### src/rtl/alu_nibble_sequencer.sv
// alu_nibble_sequencer
//   Drives a 4-bit ALU one nibble per cycle, least-significant nibble first.
//   For arithmetic opcodes, each nibble's carry-out becomes the next nibble's
//   carry-in. The nibble results are collected into one wide response.
//
// Handshakes: a transfer happens on a rising clk edge where valid and ready
//   are both 1. Once valid is high, the payload is held stable until that edge.
//
// Ports
//   clk, rst_n              clock, asynchronous active-low reset
//   cmd_valid/cmd_ready     command handshake. Payload: cmd_a, cmd_b, cmd_s, cmd_cin
//   alu_a/alu_b/alu_s/alu_carryin   slice driven to the ALU (0 outside RUN)
//   alu_y/alu_cout          combinational ALU result for the current slice
//   rsp_valid/rsp_ready     response handshake. Payload: rsp_y, rsp_cout
//   state_dbg               current FSM state (0 IDLE, 1 RUN, 2 DONE)
module alu_nibble_sequencer #(
    parameter int NIBBLES = 4
) (
    input  logic                   clk,
    input  logic                   rst_n,
    input  logic                   cmd_valid,
    output logic                   cmd_ready,
    input  logic [4*NIBBLES-1:0]   cmd_a,
    input  logic [4*NIBBLES-1:0]   cmd_b,
    input  logic [2:0]             cmd_s,
    input  logic                   cmd_cin,
    output logic [3:0]             alu_a,
    output logic [3:0]             alu_b,
    output logic [2:0]             alu_s,
    output logic                   alu_carryin,
    input  logic [3:0]             alu_y,
    input  logic                   alu_cout,
    output logic                   rsp_valid,
    input  logic                   rsp_ready,
    output logic [4*NIBBLES-1:0]   rsp_y,
    output logic                   rsp_cout,
    output logic [1:0]             state_dbg
);

    localparam int W  = 4 * NIBBLES;
    localparam int IW = $clog2(NIBBLES);
    localparam logic [IW-1:0] LAST = IW'(NIBBLES - 1);

    typedef enum logic [1:0] {
        IDLE = 2'd0,
        RUN  = 2'd1,
        DONE = 2'd2
    } state_t;

    state_t          state;
    logic [W-1:0]    a_reg;
    logic [W-1:0]    b_reg;
    logic [2:0]      s_reg;
    logic            carry;
    logic [IW-1:0]   idx;
    logic [W-1:0]    result;
    logic            arith;

    // Opcodes 000 (add) and 001 (subtract) use the carry chain.
    assign arith = (s_reg[2:1] == 2'b00);

    always_ff @(posedge clk or negedge rst_n) begin
        if (!rst_n) begin
            state  <= IDLE;
            a_reg  <= '0;
            b_reg  <= '0;
            s_reg  <= '0;
            carry  <= 1'b0;
            idx    <= '0;
            result <= '0;
        end else begin
            case (state)
                IDLE: begin
                    if (cmd_valid) begin
                        a_reg  <= cmd_a;
                        b_reg  <= cmd_b;
                        s_reg  <= cmd_s;
                        carry  <= cmd_cin;
                        idx    <= '0;
                        result <= '0;
                        state  <= RUN;
                    end
                end
                RUN: begin
                    result[4*idx +: 4] <= alu_y;
                    carry <= arith ? alu_cout : 1'b0;
                    // idx stops at the last nibble. The next command clears it.
                    if (idx == LAST) begin
                        state <= DONE;
                    end else begin
                        idx <= idx + 1'b1;
                    end
                end
                DONE: begin
                    if (rsp_ready) begin
                        state <= IDLE;
                    end
                end
                default: state <= IDLE;
            endcase
        end
    end

    // Every output is decoded from registers only. No input passes
    // combinationally to an output.
    always_comb begin
        alu_a       = 4'd0;
        alu_b       = 4'd0;
        alu_s       = 3'd0;
        alu_carryin = 1'b0;
        if (state == RUN) begin
            alu_a       = a_reg[4*idx +: 4];
            alu_b       = b_reg[4*idx +: 4];
            alu_s       = s_reg;
            alu_carryin = arith & carry;
        end
    end

    assign cmd_ready = (state == IDLE);
    assign rsp_valid = (state == DONE);
    assign rsp_y     = result;
    assign rsp_cout  = carry;
    assign state_dbg = state;

endmodule
### config.mk
export PLATFORM = sky130hd
export DESIGN_NAME = alu_nibble_sequencer
export DESIGN_NICKNAME = d
export VERILOG_FILES = /design/src/rtl/alu_nibble_sequencer.sv
export SDC_FILE = /design/constraint.sdc
export NUM_CORES = 1
export LEC_CHECK = 0
export CORE_MARGIN = 5
export CORE_UTILIZATION = 47
export CTS_CLUSTER_DIAMETER = 30
export DETAILED_ROUTE_END_ITERATION = 8
export PLACE_DENSITY_LB_ADDON = 0.2
export SETUP_SLACK_MARGIN = 0.15
export SYNTH_ARGS = -nofsm -noshare
export SYNTH_HDL_FRONTEND = slang
export SYNTH_SLANG_ARGS = --single-unit
### constraint.sdc
create_clock -name clk -period 3.4 [get_ports clk]
set_input_delay 0.68 -clock clk [delete_from_list [all_inputs] [get_ports clk]]
set_output_delay 0.68 -clock clk [all_outputs]
set_load 0.02 [all_outputs]
==> results of run 1 <==
==> cell type report <==
type | instances | area share
clock buffers | 8 | 0.0255
inverters | 5 | 0.00530
multi-input cells | 109 | 0.323
flip-flops and latches | 56 | 0.396
well taps | 72 | 0.0255
repair buffers | 81 | 0.225
==> cell families after synthesis <==
kind of cell             Yosys count  share of synthesized area
flip-flops                        56                      0.533
AO/OA/AOI/OAI                     25                     0.0780
AND/OR/NAND/NOR                   34                     0.0994
adder cells (fa/ha/maj)            6                     0.0285
buffers and inverters             14                     0.0343
multiplexers                      44                      0.227
==> worst register-to-register path: stages (launching register included) <==
cell and delay [ns]:
dfrtp_1 0.68, buf_4 0.27, inv_1 0.09, ha_1 0.41, nor4_2 0.45, a22o_1 0.22
==> per-layer routing <==
metal / GRT usage / wire length [µm] / up-vias
li1: - / - / 808
met1: 0.195 / 2290 / 855
met2: 0.277 / 2710 / 48
met3: 0.0491 / 367 / 6
met4: 0.0388 / 55 / 0
met5: 0 / 0 / -
==> final timing paths <==
check	endpoint	slack, ns	depth (start not counted)
setup / recovery	alu_a[3]	0.43	3
setup reg to reg	rsp_y[1]$_DFFE_PN0P_	1.23	5
hold reg to reg	b_reg[7]$_DFFE_PN0P_	0.48	1
hold / removal	rsp_y[9]$_DFFE_PN0P_	0.36	1
min in group clk	b_reg[7]$_DFFE_PN0P_	0.48	1
max in group asynchronous	b_reg[13]$_DFFE_PN0P_	2.23	2
==> synth_stat cells, drive strengths merged <==
| library cell | n |
|---|---|
| dfrtp | 56 |
| mux2 | 36 |
| a22o | 17 |
| and2 | 11 |
| buf | 8 |
| mux4 | 8 |
| nand2 | 7 |
| ha | 6 |
| inv | 5 |
| a21o | 4 |
| nor4b | 4 |
| nand2b | 3 |
| nor2 | 3 |
| nor2b | 2 |
| nor3b | 2 |
| nor4 | 2 |
| a21oi | 1 |
| clkbuf | 1 |
| o21ai | 1 |
| o21bai | 1 |
| o31a | 1 |
==> report_power, final <==
part / leakage [nW] / internal [W] / total (W) / switching [W]
clock: 0.0455 / 0.000167 / 0.000364 / 0.000197
combinational: 0.757 / 0.000884 / 0.00160 / 0.000713
sequential: 0.695 / 0.000959 / 0.00119 / 0.000235
total: 1.50 / 0.00201 / 0.00316 / 0.00115
==> metrics by stage <==
stage	instances	power [W]
2_1_floorplan	179	0.00223
3_3_place_gp	323	0.00280
3_5_place_dp	323	0.00283
4_1_cts	331	0.00321
5_1_grt	331	0.00338
6_report	331	0.00316
==> flow_metrics.tcl, run 1 <==
set metrics [dict create \
    synthesis.nets 230 \
    crit_fanout 9 \
    die_h_um 84.8 \
    finalCritPeriodShare 0.873 \
    viasPerCell 5.19 \
    path_clk_slew_ns 0.09 \
    grt_pass1_vias 1841 \
    wl_um 5420 \
    start_kind "register" \
    final-hold-violation-count 0 \
    cts_buffer_depth 2 \
    cpPeakStageDelay_ns 0.68 \
    fin_ws_ns 0.432 \
    slew_headroom 0.616 \
    port_buffers 77 \
    critPathArrivalTime_ns 2.29 \
    fin_nets 309 \
    r2r-start "idx[0]$_DFFE_PN0P_" \
    vias 1717 \
    fin_util 0.647 \
    grt-ovfl-total 0 \
    final_antenna_net_count 0 \
    grtUsageTotal 0.160 \
    die_area_um2 7190 \
    cts.sinks 56 \
    antennaDiodeCount 0 \
    cp_data_required_time_ns 2.72 \
    synthToLayoutAreaGrowth_pct 34.6 \
    hp-class "in -> async" \
    powerDensity_nw_per_um2 891 \
    path_delay_family "flip-flops" \
    fin_skew_ns 0.00469 \
    ys_ff_latch 56 \
    cap_violations 0 \
    hpwl_um 4040 \
    placed_cell_area_um2 3450 \
    cts_buffers 5 \
    setup_violations 0 \
    rsz0062_at_grt "false" \
    synth_top_area_frac 0.533 \
    cp_cell_sequence "mux4_1 > and2_1 > clkdlybuf4s50_1" \
    yosysSeqAreaShare 0.533 \
    p_leak_nw 1.50 \
    grt_pass1_wl_um 9140 \
    synth_area_um2 2630 \
    critPathLaunch "idx[0]$_DFFE_PN0P_" \
    root_buffer "clkbuf_8" \
    initial_core_util 0.481 \
    remaining_drc_errors 0 \
    rows 27 \
    cts_max_level 2 \
    cp-end-kind "output pin" \
    cts-hold-fix-buffers 0 \
    crit_slowest_cell "dfrtp_1" \
    worstSetupPathType "reg -> out" \
    dpl_worst_slack_ns 0.729 \
    netlist_top_cells_area "dfrtp_1 53%, mux2_1 13%, a22o_1 5.7%" \
    stdcell_area_um2 3540 \
    syn_inst 179 \
    seqCellArea_um2 1400 \
    ys.warnings.count 0 \
    mostFrequentLayoutCells "76 x clkdlybuf4s50_1, 56 x dfrtp_1, 30 x mux2_1" \
    cp_num_buf_inv 1 \
    die_w_um 84.8 \
    fin_crit_ns 2.97 \
    multi_input_area_um2 1140 \
    cts_resized 0 \
    insertion_delay_ns 0.30 \
    status "finished, final reports clean" \
    max_freq_ghz 0.337 \
    ios 78 \
    drt_pass1_iterations 4 \
    cts_tree "built" \
    layout-drive-gt1-share 0.116 \
    synth_cell_types 30 \
    fillers 447 \
    antenna_found_initial 0 \
    post_drt_wl_per_cell_um 16.4 \
    core_area_um2 5470 \
    drv_slew 0 \
    layout_commonest_cell "clkdlybuf4s50_1" \
    peakVddDrop_v 0.000534 \
    postCtsSetupRepairBufs 0 \
    timing.setup.tns_ns 0 \
    worst_pin_slew_ns 0.576 \
    grt_max_degree 37 \
    drt-initial-drc-count 71 \
    hold_slack_ns 0.361 \
    syn_avg_cell_area_um2 14.7 \
    synth_largest_area_cell "dfrtp_1" \
    place.gp.congestion 0.739 \
]
Power figures use the tool's default switching activity.
==> inputs of run 2 (changes only) <==
--- a/config.mk
+++ b/config.mk
@@ -5,6 +5,7 @@
 export SDC_FILE = /design/constraint.sdc
 export NUM_CORES = 1
 export LEC_CHECK = 0
+export CAP_MARGIN = 20
 export CORE_MARGIN = 5
 export CORE_UTILIZATION = 47
 export CTS_CLUSTER_DIAMETER = 30
==> results of run 2 <==
Final layout, timing and power as in run 1 (identical DEF).
